<file path="src/rtl/data_memory_unit_pkg.sv">
// Shared types and defaults for the data memory unit.
package mem_pkg;

    typedef enum logic {
        CLEAR = 1'b0,
        IDLE  = 1'b1
    } memState_e;

    localparam int DATA_W_DEF = 16;
    localparam int ADDR_W_DEF = 16;
    localparam int DEPTH_DEF  = 256;

    function automatic int idxWidth(input int depth);
        return $clog2(depth);
    endfunction

    localparam int IDX_W_DEF = idxWidth(DEPTH_DEF);

endpackage

</file>
<file path="src/rtl/data_memory_unit_mem_array.sv">
// 1-write/1-read synchronous storage with read-before-write and a registered read port.
module mem_array
    import mem_pkg::*;
#(
    parameter int DATA_W = DATA_W_DEF,
    parameter int DEPTH  = DEPTH_DEF,
    parameter int IDX_W  = idxWidth(DEPTH)
) (
    input  logic              clock,
    input  logic              reset,
    input  logic              wrEn,
    input  logic [IDX_W-1:0]  wrAddr,
    input  logic [DATA_W-1:0] wrData,
    input  logic              rdEn,
    input  logic              rdZero,
    input  logic [IDX_W-1:0]  rdAddr,
    output logic [DATA_W-1:0] rdData
);

    logic [DATA_W-1:0] mem [DEPTH];

    // NOTE: the array has no reset so it maps onto RAM; the clear engine zeroes it instead.
    always_ff @(posedge clock) begin
        if (wrEn) begin
            mem[wrAddr] <= wrData;
        end
    end

    // NOTE: non-blocking assignments make a same-edge read see the pre-write contents.
    always_ff @(posedge clock or posedge reset) begin
        if (reset) begin
            rdData <= '0;
        end else if (rdEn) begin
            rdData <= rdZero ? '0 : mem[rdAddr];
        end
    end

endmodule

</file>
<file path="src/rtl/data_memory_unit.sv">
// Single-port data memory with post-reset clear engine and registered reads.
// Optional out-of-range detection is enabled by defining MEM_BOUNDS_CHECK_EN.
module data_memory_unit
    import mem_pkg::*;
#(
    parameter int DATA_W = DATA_W_DEF,
    parameter int ADDR_W = ADDR_W_DEF,
    parameter int DEPTH  = DEPTH_DEF
) (
    input  logic              clock,
    input  logic              reset,
    input  logic              mem_read,
    input  logic              mem_write,
    input  logic [ADDR_W-1:0] address,
    input  logic [DATA_W-1:0] write_data,
    output logic [DATA_W-1:0] read_data,
    output logic              read_valid,
`ifdef MEM_BOUNDS_CHECK_EN
    output logic              addr_err,
`endif
    output logic              ready
);

    localparam int IDX_W = idxWidth(DEPTH);

    memState_e        state, nextState;
    logic [IDX_W-1:0] clearPtr;
    logic [IDX_W-1:0] index;
    logic             accRead, accWrite, outOfRange;
    logic             wrEn;
    logic [IDX_W-1:0] wrAddr;
    logic [DATA_W-1:0] wrData;

    assign ready    = (state == IDLE);
    assign accRead  = ready & mem_read;
    assign accWrite = ready & mem_write;
    // Truncating cast drops the upper address bits so they alias in the default build.
    assign index    = IDX_W'(address);

`ifdef MEM_BOUNDS_CHECK_EN
    assign outOfRange = ({1'b0, address} >= (ADDR_W + 1)'(DEPTH));
`else
    assign outOfRange = 1'b0;
`endif

    always_ff @(posedge clock or posedge reset) begin
        if (reset) begin
            state    <= CLEAR;
            clearPtr <= '0;
        end else begin
            state <= nextState;
            if (state == CLEAR) begin
                clearPtr <= clearPtr + IDX_W'(1);
            end
        end
    end

    // NOTE: nextState gets a default first so no path through the case infers a latch.
    always_comb begin
        nextState = state;
        case (state)
            CLEAR:   if (clearPtr == IDX_W'(DEPTH - 1)) nextState = IDLE;
            IDLE:    nextState = IDLE;
            default: nextState = CLEAR;
        endcase
    end

    always_comb begin
        wrEn   = accWrite & ~outOfRange;
        wrAddr = index;
        wrData = write_data;
        if (state == CLEAR) begin
            wrEn   = 1'b1;
            wrAddr = clearPtr;
            wrData = '0;
        end
    end

    mem_array #(
        .DATA_W (DATA_W),
        .DEPTH  (DEPTH),
        .IDX_W  (IDX_W)
    ) u_array (
        .clock  (clock),
        .reset  (reset),
        .wrEn   (wrEn),
        .wrAddr (wrAddr),
        .wrData (wrData),
        .rdEn   (accRead),
        .rdZero (outOfRange),
        .rdAddr (index),
        .rdData (read_data)
    );

    always_ff @(posedge clock or posedge reset) begin
        if (reset) begin
            read_valid <= 1'b0;
        end else begin
            read_valid <= accRead;
        end
    end

`ifdef MEM_BOUNDS_CHECK_EN
    always_ff @(posedge clock or posedge reset) begin
        if (reset) begin
            addr_err <= 1'b0;
        end else begin
            addr_err <= (accRead | accWrite) & outOfRange;
        end
    end
`endif

endmodule

</file>
<file path="config.mk">
export PLATFORM = sky130hd
export DESIGN_NAME = data_memory_unit
export DESIGN_NICKNAME = d
export VERILOG_FILES = /design/src/rtl/data_memory_unit_pkg.sv /design/src/rtl/data_memory_unit_mem_array.sv /design/src/rtl/data_memory_unit.sv
export SDC_FILE = /design/constraint.sdc
export NUM_CORES = 2
export LEC_CHECK = 0
export BUFFER_PORTS_ARGS = -buffer_cell sky130_fd_sc_hd__buf_2
export CAP_MARGIN = 25
export CORE_ASPECT_RATIO = 0.6
export CORE_MARGIN = 5
export CORE_UTILIZATION = 51
export DETAILED_ROUTE_END_ITERATION = 6
export PLACE_DENSITY_LB_ADDON = 0.08
export SYNTH_ARGS = -nofsm -noshare
export SYNTH_HDL_FRONTEND = slang
export SYNTH_SLANG_ARGS = --single-unit
</file>
<file path="constraint.sdc">
create_clock -name clock -period 7.2 [get_ports clock]
set_clock_uncertainty 0.15 [all_clocks]
set_input_delay 0.72 -clock clock [delete_from_list [all_inputs] [get_ports clock]]
set_output_delay 0.72 -clock clock [all_outputs]
set_load 0.01 [all_outputs]
</file>
==> flow_summary.ini <==
[die]
coreArea_sq_um = 313000
initial_core_util_pct = 51.2
die_area_sq_um = 326000
row_count = 159
top_level_ports = 54
die_w_um = 733
die_h_um = 444

[placement]
gp_congestion = 0.861
dp_hpwl_um = 282000
portBuffers = 45

[yosys]
yosysSeqAreaShare_pct = 77.2
synthArstFlopShare_pct = 0.631
synth_nets = 7662
synth_commonest_cells = 4,096 x edfxtp_1, 699 x mux4_2, 621 x mux2i_1
synth_seq_cells = 4122
ys.flop_type = edfxtp_1
yosysMostFrequentCell = edfxtp_1
syn_area_per_cell_sq_um = 21.0
synth_area_leaders = edfxtp_1 77%, mux4_2 9.8%, mux2i_1 3.9%
synth_edf_count = 4096
synth_top_area_share_pct = 76.8
yosys_warnings = 0
synth.largest_area_cell = edfxtp_1
synth_area_sq_um = 160000
yosysUniqueCellTypes = 80
synth_cells = 7625

[route]
wl_met3_um = 54800
num_vias = 81900
wl_met2_um = 192000
drt_iter0_drc = 12300
wire_per_inst_um = 36.3
via_per_inst = 6.50
ant_nets = 0
firstDrtPassIters = 6
drc = 0
top_layer = met5
drt_wl_total_um = 457000
wl_met1_um = 201000

[clock_tree]
h-tree-depth = 5
cts.sinks = 4122
worstSkewPairLatency_ns = 0.93
cts_buffers = 377
cts_tree = done
path_clk_slew_ns = 0.07
cts-root-buf = clkbuf_16
post_cts_buffers = 0
cts_buffer_depth = 4

[worst_setup_path]
critical_path_class = reg -> reg
cp-end-kind = flop
cp_common_cell = buf_4
worst-path-buf-inv = 2
cp_slowest_cell = nor2_1
worstPathArrival_ns = 4.89
critPathMaxStageDelay_ns = 1.00
worstPathCellList = buf_4 -> nand2b_1 -> o32ai_1 -> nand2_1 -> nor2_1 -> buf_4
required_ns = 7.66
cp-start-kind = flop
cp_top_family = simple AND/OR/NAND/NOR gates
worstPathMaxFanout = 30

[flow_run]
max_cap_viol_count = 0

[timing]
setup_tns_ns = 0
fin_crit_ns = 4.43
hold_viol = 0
finalMaxSlewViolations = 0
slew-limit-headroom_pct = 2.29
max_freq_mhz = 226
finalCritPeriodShare_pct = 61.5
finalSetupViolCount = 0
tightest_slew_ns = 1.47
rsz0062_at_grt = no

[layout]
fin_util_pct = 57.3
area_growth_pct = 11.9
nets = 8148
final_layout_size_suffix_gt1_share_pct = 23.3

[power]
peakVddDrop_uv = 209
leakage_nw = 47.8
power_density_nw_per_um2 = 262

[grt]
grt_usage_pct = 27.8
antenna_found_initial = 42
overflow = 0
grt_max_degree = 209
grt_pass1_wl_um = 632000
grt_pass1_vias = 78100

[min_path]
hold_path_class = in -> reg

[run_status]
outcome = complete, no violations
-- where the power goes --
| group | internal [mW] | total, mW | switching [mW] |
|---|---|---|---|
| registers | 26.0 | 26.0 | 0 |
| logic | 0.434 | 1.39 | 0.960 |
| clock network | 10.8 | 19.6 | 8.75 |
| total | 37.2 | 46.9 | 9.71 |
-- layer usage --
layer / vias up / global-route usage (%)
met5: - / 0
met4: 8 / 5.80
met3: 547 / 8.01
met2: 4481 / 38.0
met1: 43900 / 44.6
li1: 33000 / -
-- metrics by stage --
stage	total power [mW]	std cells	setup slack, ns	hold WS (ns)	area, sq um
4_1_cts	47.2	12600	2.86	0.137	179000
3_5_place_dp	27.9	11900	1.97	0.340	167000
3_3_place_gp	27.8	11800	2.00	0.345	166000
6_report	46.9	12600	2.77	0.210	179000
2_1_floorplan	27.4	7625	1.43	0.356	160000
5_1_grt	48.3	12600	2.70	0.160	179000
-- state kept, by name (all words and copies together) (netlist names) --
name	count
clearPtr	8
read_valid	1
ready	1
u_array.mem	4096
u_array.rdData	16
-- repair_timing --
item | CTS | global route
hold endpoints to repair | 26 | 0
gates resized for setup | 0 | 0
hold buffers | 1 | 0
-- path summary, 6_finish.rpt --
check                                   start             endpoint  slack (ns)  cells past startpoint
setup / recovery                        ready  u_array.mem[19][14]        2.77                      6
setup reg to reg                        ready  u_array.mem[19][14]        2.77                      6
min in group asynchronous               reset           read_valid        0.31                      4
hold reg to reg            u_array.rdData[14]   u_array.rdData[14]        0.35                      2
max in group asynchronous               reset                ready        6.08                      4
hold / removal                 write_data[15]  u_array.mem[31][15]        0.21                      2
-- kinds of logic after synthesis --
family / after synthesis / synth area share, %
flops: 4122 / 77.2
mux: 1372 / 14.4
compound gates: 851 / 3.87
simple gates: 799 / 2.19
buf+inv: 473 / 2.30
xor+xnor: 7 / 0.0383
fa+ha+maj: 1 / 0.00781
-- placed cells by master, fill, tap and decap left out, types with 25 or more instances in the layout --
cell type	n
mux2i_1	621
o221ai_1	113
a21oi_1	106
buf_4	412
clkbuf_1	77
clkbuf_16	388
clkinv_1	97
mux4_1	29
nor2_2	90
buf_8	42
nand2_1	262
buf_12	39
a221oi_1	34
mux4_2	699
nor2_1	210
buf_2	44
nand3_1	57
clkinv_2	70
bufinv_16	27
edfxtp_1	4096
nand4_1	30
o22ai_1	188
o21ai_0	67
nor3_1	46
dfrtp_1	25
a211oi_1	63
a22oi_1	132
-- cell type report --
class / instances / area [sq um]
sequential: 4122 / 124000
fill: 23000 / 134000
tap: 4186 / 5240
multi-input combinational: 3030 / 33200
antenna: 15 / 37.5
clock inverter: 209 / 1710
timing repair buffer: 564 / 5220
clock buffer: 468 / 10000
inverter: 16 / 68.8
-- worst reg2reg max path: cells and delay by family, from the launching register on --
| kind | cells | cell delay (ns) |
|---|---|---|
| AND/OR/NAND/NOR | 3 | 1.97 |
| AO/OA/AOI/OAI | 1 | 0.38 |
| buffers and inverters | 2 | 0.81 |
| flip-flops | 1 | 0.82 |
Note: power is estimated with default switching activity, not from simulation.
